**src/rtl/slot_monitor_pkg.sv**
```systemverilog
// Shared constants and helpers for the slot occupancy monitor:
// active-low 7-segment digit patterns and a population count.
package slot_monitor_pkg;

    // Largest supported channel count and the width that holds 0..MAX_CH.
    localparam int MAX_CH = 99;
    localparam int CNT_W  = 7;

    // Active-low segment patterns, bit0 = a .. bit6 = g.
    localparam logic [6:0] SEG_DIGIT [10] = '{
        7'b1000000,   // 0
        7'b1111001,   // 1
        7'b0100100,   // 2
        7'b0110000,   // 3
        7'b0011001,   // 4
        7'b0010010,   // 5
        7'b0000010,   // 6
        7'b1111000,   // 7
        7'b0000000,   // 8
        7'b0010000    // 9
    };

    // Number of set bits in a zero-extended channel vector.
    function automatic logic [CNT_W-1:0] popcount(input logic [MAX_CH-1:0] v);
        logic [CNT_W-1:0] n;
        n = '0;
        for (int i = 0; i < MAX_CH; i++) begin
            n = n + CNT_W'(v[i]);
        end
        return n;
    endfunction

    // Segment pattern for one decimal digit; out-of-range values blank the digit.
    function automatic logic [6:0] seg_encode(input logic [3:0] d);
        logic [6:0] r;
        r = 7'b1111111;
        for (int i = 0; i < 10; i++) begin
            if (d == 4'(i)) begin
                r = SEG_DIGIT[i];
            end
        end
        return r;
    endfunction

endpackage

```
**src/rtl/slot_monitor_if.sv**
```systemverilog
// Sensor inputs and display/status outputs of the slot monitor.
// All signals are plain levels; there is no valid/ready handshake:
// inputs may change at any time and outputs simply hold their value.
interface slot_monitor_if #(
    parameter int N_CH = 4
) ();
    logic [N_CH-1:0] ldr;
    logic            ir;
    logic            arduino;
    logic            p1;
    logic [6:0]      seg;
    logic [6:0]      seg2;
    logic            led1;
    logic            led2;
    logic            led3;

    // Environment side: drives the sensors, observes the display.
    modport master (
        output ldr, ir,
        input  arduino, p1, seg, seg2, led1, led2, led3
    );

    // Monitor side.
    modport slave (
        input  ldr, ir,
        output arduino, p1, seg, seg2, led1, led2, led3
    );
endinterface

```
**src/rtl/slot_monitor_ch_debounce.sv**
```systemverilog
// One sensor channel: 2-flop synchroniser followed by a debouncer that
// accepts a new level only after DEB_CYCLES consecutive mismatching samples.
module ch_debounce #(
    parameter int DEB_CYCLES = 16
) (
    input  logic clk,
    input  logic reset_n,
    input  logic raw,
    output logic stable
);
    localparam int            CW   = (DEB_CYCLES > 1) ? $clog2(DEB_CYCLES) : 1;
    localparam logic [CW-1:0] LAST = CW'(DEB_CYCLES - 1);

    logic          sync1;
    logic          sync2;
    logic [CW-1:0] cnt;

    // Bring the asynchronous sensor into the clk domain.
    always_ff @(posedge clk or negedge reset_n) begin
        if (!reset_n) begin
            sync1 <= 1'b0;
            sync2 <= 1'b0;
        end else begin
            sync1 <= raw;
            sync2 <= sync1;
        end
    end

    // Count consecutive mismatches; accept the new level on the last one.
    always_ff @(posedge clk or negedge reset_n) begin
        if (!reset_n) begin
            cnt    <= '0;
            stable <= 1'b0;
        end else if (sync2 == stable) begin
            cnt <= '0;
        end else if (cnt == LAST) begin
            stable <= sync2;
            cnt    <= '0;
        end else begin
            cnt <= cnt + 1'b1;
        end
    end
endmodule

```
**src/rtl/slot_monitor.sv**
```systemverilog
// Multi-channel parking-slot monitor: debounces N_CH light sensors, counts
// free slots, shows the count on two 7-segment digits and three status LEDs,
// forwards a synchronised IR signal and generates a heartbeat on p1.
module slot_monitor
    import slot_monitor_pkg::*;
#(
    parameter int N_CH       = 4,
    parameter int DEB_CYCLES = 16,
    parameter int HB_DIV     = 25000000
) (
    input  logic           clk,
    input  logic           reset_n,
    slot_monitor_if.slave  bus
);
    localparam int               OCC_W    = $clog2(N_CH + 1);
    localparam int               HB_W     = (HB_DIV > 1) ? $clog2(HB_DIV) : 1;
    localparam logic [HB_W-1:0]  HB_LAST  = HB_W'(HB_DIV - 1);
    localparam logic [CNT_W-1:0] N_CH_V   = CNT_W'(N_CH);
    localparam logic [6:0]       RST_ONES = SEG_DIGIT[N_CH % 10];
    localparam logic [6:0]       RST_TENS = SEG_DIGIT[N_CH / 10];

    logic [N_CH-1:0]   stable;
    logic [MAX_CH-1:0] stable_ext;
    logic [OCC_W-1:0]  occ;
    logic [CNT_W-1:0]  free;
    logic [3:0]        tens;
    logic [3:0]        ones;
    logic              ir_s1;
    logic              ir_s2;
    logic              arduino_q;
    logic [HB_W-1:0]   hb_cnt;
    logic              p1_q;
    logic [6:0]        seg_q;
    logic [6:0]        seg2_q;
    logic              led1_q;
    logic              led2_q;
    logic              led3_q;

    for (genvar i = 0; i < N_CH; i++) begin : g_ch
        ch_debounce #(.DEB_CYCLES(DEB_CYCLES)) u_deb (
            .clk     (clk),
            .reset_n (reset_n),
            .raw     (bus.ldr[i]),
            .stable  (stable[i])
        );
    end

    assign stable_ext = MAX_CH'(stable);

    // Register the number of occupied slots from the debounced levels.
    always_ff @(posedge clk or negedge reset_n) begin
        if (!reset_n) begin
            occ <= '0;
        end else begin
            occ <= OCC_W'(popcount(stable_ext));
        end
    end

    // Free count and its decimal split; occ never exceeds N_CH.
    always_comb begin
        free = N_CH_V - CNT_W'(occ);
        tens = 4'(free / CNT_W'(10));
        ones = 4'(free % CNT_W'(10));
    end

    // Registered display and status LEDs; exactly one LED is lit.
    always_ff @(posedge clk or negedge reset_n) begin
        if (!reset_n) begin
            seg_q  <= RST_ONES;
            seg2_q <= RST_TENS;
            led1_q <= 1'b1;
            led2_q <= 1'b0;
            led3_q <= 1'b0;
        end else begin
            seg_q  <= seg_encode(ones);
            seg2_q <= seg_encode(tens);
            led1_q <= (free == N_CH_V);
            led3_q <= (free == '0);
            led2_q <= (free != N_CH_V) && (free != '0);
        end
    end

    // IR pass-through: two synchroniser flops plus the output register.
    always_ff @(posedge clk or negedge reset_n) begin
        if (!reset_n) begin
            ir_s1     <= 1'b0;
            ir_s2     <= 1'b0;
            arduino_q <= 1'b0;
        end else begin
            ir_s1     <= bus.ir;
            ir_s2     <= ir_s1;
            arduino_q <= ir_s2;
        end
    end

    // Heartbeat: toggle p1 each time the divider wraps.
    always_ff @(posedge clk or negedge reset_n) begin
        if (!reset_n) begin
            hb_cnt <= '0;
            p1_q   <= 1'b0;
        end else if (hb_cnt == HB_LAST) begin
            hb_cnt <= '0;
            p1_q   <= ~p1_q;
        end else begin
            hb_cnt <= hb_cnt + 1'b1;
        end
    end

    assign bus.arduino = arduino_q;
    assign bus.p1      = p1_q;
    assign bus.seg     = seg_q;
    assign bus.seg2    = seg2_q;
    assign bus.led1    = led1_q;
    assign bus.led2    = led2_q;
    assign bus.led3    = led3_q;
endmodule

```
**src/flat_wrapper.sv**
```systemverilog
// flat-port wrapper written by rule: the top's interface ports become plain ports
module slot_monitor_flat import slot_monitor_pkg::*;
#(
    parameter int N_CH       = 4,
    parameter int DEB_CYCLES = 16,
    parameter int HB_DIV     = 25000000
)
  (clk, reset_n, bus_ldr, bus_ir, bus_arduino, bus_p1, bus_seg, bus_seg2, bus_led1, bus_led2, bus_led3);
  slot_monitor_if #(.N_CH(N_CH)) bus_i ();
  input  logic clk;
  input  logic reset_n;
  input wire logic [$bits(bus_i.ldr)-1:0] bus_ldr;
  input wire logic [$bits(bus_i.ir)-1:0] bus_ir;
  output wire logic [$bits(bus_i.arduino)-1:0] bus_arduino;
  output wire logic [$bits(bus_i.p1)-1:0] bus_p1;
  output wire logic [$bits(bus_i.seg)-1:0] bus_seg;
  output wire logic [$bits(bus_i.seg2)-1:0] bus_seg2;
  output wire logic [$bits(bus_i.led1)-1:0] bus_led1;
  output wire logic [$bits(bus_i.led2)-1:0] bus_led2;
  output wire logic [$bits(bus_i.led3)-1:0] bus_led3;
  assign bus_i.ldr = bus_ldr;
  assign bus_i.ir = bus_ir;
  assign bus_arduino = bus_i.arduino;
  assign bus_p1 = bus_i.p1;
  assign bus_seg = bus_i.seg;
  assign bus_seg2 = bus_i.seg2;
  assign bus_led1 = bus_i.led1;
  assign bus_led2 = bus_i.led2;
  assign bus_led3 = bus_i.led3;
  slot_monitor #(.N_CH(N_CH), .DEB_CYCLES(DEB_CYCLES), .HB_DIV(HB_DIV)) u_core (.clk(clk), .reset_n(reset_n), .bus(bus_i));
endmodule
```
**config.mk**
```make
export PLATFORM = sky130hd
export DESIGN_NAME = slot_monitor_flat
export DESIGN_NICKNAME = d
export VERILOG_FILES = /design/src/rtl/slot_monitor_pkg.sv /design/src/rtl/slot_monitor_if.sv /design/src/rtl/slot_monitor_ch_debounce.sv /design/src/rtl/slot_monitor.sv /design/src/flat_wrapper.sv
export SDC_FILE = /design/constraint.sdc
export NUM_CORES = 1
export LEC_CHECK = 0
export CAP_MARGIN = 20
export CORE_AREA = 2 2 72 92
export CTS_CLUSTER_SIZE = 16
export DETAILED_ROUTE_END_ITERATION = 8
export DIE_AREA = 0 0 74 94
export MAX_ROUTING_LAYER = met4
export PLACE_DENSITY_LB_ADDON = 0.08
export SYNTH_ARGS = -nofsm -noshare
export SYNTH_HDL_FRONTEND = slang
export SYNTH_HIERARCHICAL = 1
export SYNTH_SLANG_ARGS = --single-unit
```
**constraint.sdc**
```tcl
create_clock -name clk -period 1.98 [get_ports clk]
set_input_delay 0.594 -clock clk [delete_from_list [all_inputs] [get_ports clk]]
set_output_delay 0.594 -clock clk [all_outputs]
set_load 0.01 [all_outputs]
```
# Yosys cells after proc, flatten, opt, wreduce, memory -nomap -nowiden

Index checks and enable logic that the tools add are counted.

Register bits: 77
Input port bits: 7
Output and inout port bits: 19
Logic and storage cells: 110

$add $sub $neg: 9
Div/mod/pow operators: 2
Equality and inequality tests: 29
Multiplexer cells: 29
Bitwise logic cells: 5
Reduce and logical (&&, ||, !) cells: 9

Operators with widths:

| kind                                                 | number |
|---|---|
| two-way mux 7 bit                                    | 17 |
| equality test 4 x 3 -> 1 bit, second input constant  | 8 |
| equality test 4 bit, second input constant           | 8 |
| two-way mux 4 bit                                    | 8 |
| adder 25 x 1 -> 25 bit, second input constant        | 1 |
| equality test 25 bit, second input constant          | 1 |
| two-way mux 25 bit                                   | 1 |
| two-way mux 6 bit                                    | 3 |
| adder 4 x 1 -> 4 bit, second input constant          | 4 |
| equality test 4 x 2 -> 1 bit, second input constant  | 4 |
| equality test 4 x 1 -> 1 bit, second input constant  | 2 |
| zero test 4 bit                                      | 2 |
| AND reduction 2 bit                                  | 4 |
| divider 7 x 4 -> 7 bit, second input constant        | 1 |
| equality test 7 x 3 -> 1 bit, second input constant  | 1 |
| zero test 7 bit                                      | 1 |
| remainder unit 7 x 4 -> 7 bit, second input constant | 1 |
| != test 7 x 3 -> 1 bit, second input constant        | 1 |
| nonzero test 7 bit                                   | 1 |
| adder 3 x 1 -> 3 bit                                 | 2 |
| NOT 1 bit                                            | 5 |
| equality test 1 bit                                  | 4 |
| subtractor 3 x 3 -> 4 bit, first input constant      | 1 |
| adder 1 x 1 -> 2 bit                                 | 1 |
| logical AND 1 bit                                    | 1 |

# Longest topological paths before layout

Gate-level depths: netlist of the first run.

Depth after elaboration: 13
Mapped depth: 7
Gate-level depth less buffers: 7

# Cells and area by module

Netlist of the first run, hierarchy kept.

By module, submodules not included:

| module       | times used | cells an instance | area each (um^2) | seq. area each (um^2) |
|---|---|---|---|---|
| slot_monitor | 1          | 188               | 2,145.8          | 1,232.4 |
| ch_debounce  | 4          | 20                | 280.3            | 175.2 |

# Worst setup path after synthesis of the first run

No wires, ideal clock.

Path kind: reg2reg
Start point: register u_core.occ[1]
End point: register u_core.seg_q[0], in the netlist u_core/bus.seg[0]
Setup time: 73 ps
Arrival: 1,615 ps
Required time: 1,907 ps
Setup slack: 292 ps
Cell stages (with the launch flop): 8
Buffers on the path: 0
Clock period less this slack: 1,688 ps
Path through: dfrtp_1 inv_1 ha_1 nor2b_1 nand2b_1 inv_2 a311o_1 a21oi_1

Word-level cells in the longest chain between the ends: 13
Elaborated cells between the ends (all ways): 22
Classes of those cells: add/sub: 1; div: 1; eq/ne: 9; mux: 10; reduce/logical: 1

Ends and longest elaborated chain:

| item                              | line                   | RTL |
|---|---|---|
| from (decl)                       | slot_monitor.sv:24     | `logic [OCC_W-1:0] occ;` |
| from (signal assigned)            | slot_monitor.sv:55     | `occ <= OCC_W'(popcount(stable_ext));` |
| subtractor 3 x 3 -> 4 bit (*)     | slot_monitor.sv:61     | `free = N_CH_V - CNT_W'(occ);` |
| remainder unit 7 x 4 -> 7 bit (*) | slot_monitor.sv:63     | `ones = 4'(free % CNT_W'(10));` |
| zero test 4 bit                   | slot_monitor_pkg.sv:38 | `if (d == 4'(i)) begin` |
| two-way mux 6 bit                 | slot_monitor_pkg.sv:38 |  |
| two-way mux 7 bit (8 in series)   | slot_monitor_pkg.sv:38 |  |
| two-way mux 7 bit (*)             | slot_monitor_pkg.sv:38 |  |
| to (signal assigned)              | slot_monitor.sv:75     | `seg_q <= seg_encode(ones);` |
| to (decl)                         | slot_monitor.sv:33     | `logic [6:0] seg_q;` |

Mark *: on every way between the ends. The rest lies on a longest branch, timed or not.
A chain may end at the register's enable or synchronous reset.

# Final worst setup path of the first run

Ends and elaborated chain as after synthesis.

==> impl_results.md, run 1 <==
* Reg2reg setup slack at 0.14 ns
* HPWL Detailed at 3320 um
* Critical-path cell list: inv_1 -> ha_1 -> nor2b_1 -> nand2b_2 -> inv_2 -> a311o_1 -> a21oi_1
* Placed cell count at 379
* Top delay family on crit path: compound AO/OA/AOI/OAI gates
* Leakage at 1.78 nW
* Final instance area at 3840 um^2
* Routed WL per cell at 12.1 um
* Total Power at 2.91 mW
* Synth async-reset ratio at 100%
* Final setup viols at 0
* Critical Path AT at 2.11 ns
* Cells after synthesis at 268
* Xor/xnor cell area share of the yosys netlist at 8.04%
* Utilization after layout at 63.5%
* RSZ-0062 raised after global routing: false
* Synth top area cells: dfrtp_1 (55%), ha_1 (4.6%), xnor2_1 (4.3%), dfstp_2 (4.0%), xor2_1 (3.8%)
* FF-to-FF End: u_core/bus.seg[0]
* Die area at 6960 um^2
* Bufs and invs on worst path at 2
* DRC Markers at 0
* Worst-path maximum fanout at 6
* Syn Nets at 288
* Flops & latches, synth at 77
* Pins Over Slew Limit at 0
* Post-Synth Adder-Cell Area at 5.21%
* Post-synth EDFFs at 0
* Grt met3 use at 4.18%
* Reg2reg start: u_core/occ[1]
* Skew final at 0.00720 ns
* Yosys top cell area share at 55.2%
* GRT Util Overall at 16.4%
* Number of max-cap violations at 0
* Core area at 6050 um^2
* Root Driver: clkbuf_8
* Net count reported at finish at 325
* Kind of end point of the critical path: flip-flop
* Largest net degree at the start of global routing at 78
* Register area at 1940 um^2
* Multi-input logic area at 1260 um^2
* DR iter-0 viols at 95
* Vias per cell at 5.02
* Worst Setup Start Kind: flip-flop
* Gp weighted congestion at 0.755
* Crit path required time at 2.25 ns
* Die span in x at 74 um
* CP max stage cell: dfrtp_2
* Worst Hold Class: in2async
* Cell area after synthesis at 3270 um^2
* TritonCTS clock tree: done
* H-tree levels at 3
* Area grow syn2layout at 17.5%
* Starting density of the core at 54.0%
* Clock buffer depth at 2
* Clk pin slew, worst setup/hold paths at 0.08 ns
* I/O pin count at 26
* Yosys top cell by area: dfrtp_1
* Synth Area in Simple Gates at 18.2%
* Mux contribution to synthesized area at 2.45%
* GRT met1 Usage at 19.4%
* Max Fclk at 543 MHz
* Power density over cell area at 757 nW/um^2
* Ant. Diodes at 0
* Ys flop type: dfrtp_1
* Crit share post-route at 93.1%
* Row cnt at 32
* Setup total negative slack at 0 ns
* Worst reg2reg path depth at 7
* Vias in the first global route at 1876
* Router iterations before antenna repair at 4
* Fin cells at 395
* Main combinational cell family by area after synthesis: simple AND/OR/NAND/NOR gates
* Total Wirelength at 4770 um
* Synth Warn # at 6
* GR Util met2 at 26.0%
* Routed Antenna Nets at 0
* Crit path largest cell delay at 0.42 ns
* Cts bufs inserted at 9
* First-pass GRT wire length at 8320 um
* Layout cells sized above 1 at 14.2%
* Fillers at 502
* Final worst path period need at 1.84 ns
* Peak supply drop at 0.000467 V
* Setup CP Type: reg2reg
* Setup bufs post-CTS at 0
* Synth Area in Compound Gates at 4.63%
* Clk_lat worst skew at 0.34 ns
* Congestion Overflow GR at 0
* Sink Count at 77
* Antenna violations before repair at 0
* Placed cell areas at 3640 um^2
* Port bufs at 25
* Post-synthesis area per instance at 12.2 um^2
* Post-cts sizing count at 5
* Vias after detailed routing at 1981
* Register area share after synthesis at 59.2%
* GR peak layer: met2
* Synth unique cells at 38
* Fin. Hold Viols at 0
* Hold-fix buffers, CTS at 0
* Status: complete, no violations
* DIE HEIGHT at 94 um
stage by stage:
stage | setup WS [ns] | hold WS [ns]
after global routing | 0.0174 | 0.272
after detailed placement | 0.0991 | 0.337
after global placement | 0.180 | 0.334
final | 0.137 | 0.264
after floorplan | 0.292 | 0.298
after CTS | 0.0236 | 0.265
final cells by class:
cell class / count / area share [%]
inverter: 15 / 1.47
sequential: 77 / 50.4
clock buffer: 10 / 3.59
tap: 85 / 2.77
multi-input combinational: 174 / 33.0
timing repair buffer: 28 / 7.20
clock inverter: 6 / 1.60
cells in the mapped netlist, types with 2 or more instances:
cell / count
a21oi_1: 13
and3_1: 4
and4_1: 4
dfrtp_1: 72
dfstp_2: 5
ha_1: 12
inv_1: 14
mux2_4: 4
mux2i_1: 2
nand2_1: 8
nand2b_1: 4
nand3_1: 10
nand3_2: 4
nand4_1: 6
nand4b_1: 4
nor2_1: 28
nor2b_1: 12
nor3_1: 2
nor3b_2: 4
nor4b_2: 2
o21ai_0: 9
xnor2_1: 16
xor2_1: 14
how the worst max path moves through the flow:
stage	from	end	slack, ns	cells after the start
finish	u_core/occ[1]	u_core/bus.seg[0]	0.14	7
global route	u_core/occ[1]	u_core/bus.seg[0]	0.02	7
CTS	u_core/occ[1]	u_core/bus.seg[0]	0.02	7
detailed placement	u_core/occ[1]	u_core/bus.seg[0]	0.1	7
global placement	u_core/occ[1]	u_core/bus.seg[0]	0.18	7
floorplan	u_core/occ[1]	u_core/bus.seg[0]	0.29	7
cells in the final DEF, fill, tap and decap left out, types with 5 or more instances in the layout:
cell type and count:
clkbuf_8 10, a21oi_1 13, clkdlybuf4s50_1 19, dfstp_2 5, inv_1 14, dfrtp_1 70, ha_1 12, nand2_1 8
xnor2_1 16, dlygate4sd2_1 5, o21ai_0 9, nand3_1 10, xor2_1 14, nor2b_1 12, nor2_1 28, nand4_1 6
state kept, by name (all words and copies together) (netlist names):
register and cells:
u_core/bus.arduino 1, u_core/bus.led1 1, u_core/bus.led2 1, u_core/bus.led3 1, u_core/bus.p1 1, u_core/bus.seg 7, u_core/bus.seg2 7, u_core/g_ch.u_deb/cnt 16
u_core/g_ch.u_deb/stable 4, u_core/g_ch.u_deb/sync1 4, u_core/g_ch.u_deb/sync2 4, u_core/hb_cnt 25, u_core/ir_s1 1, u_core/ir_s2 1, u_core/occ 3
cells by family (layout without fill, tap and decap cells):
logic type / after synthesis / count (layout)
XOR/XNOR: 30 / 30
other: 1 / 1
AO/OA/AOI/OAI: 27 / 27
adder cells (fa/ha/maj): 13 / 13
multiplexers: 6 / 6
buffers and inverters: 17 / 59
AND/OR/NAND/NOR: 97 / 97
flip-flops: 77 / 77
power breakdown:
group,internal (mW),leakage (nW),switching [mW]
logic,0.0465,0.675,0.0560
registers,1.61,1.01,0.0269
clock network,0.614,0.102,0.558
layer usage:
metal,wire length (um),vias up
met2,2360,27
met4,93,0
met3,159,7
met1,2150,968
li1,-,979
met5,0,-
Note: power is estimated with default switching activity, not from simulation.
==> inputs of run 2 (changes only) <==
--- a/config.mk
+++ b/config.mk
@@ -7,7 +7,7 @@
 export LEC_CHECK = 0
 export CAP_MARGIN = 20
 export CORE_AREA = 2 2 72 92
-export CTS_CLUSTER_SIZE = 16
+export CTS_CLUSTER_SIZE = 30
 export DETAILED_ROUTE_END_ITERATION = 8
 export DIE_AREA = 0 0 74 94
 export MAX_ROUTING_LAYER = met4
==> results of run 2 <==
The final DEF is identical to that of run 1; final timing and power are the same.
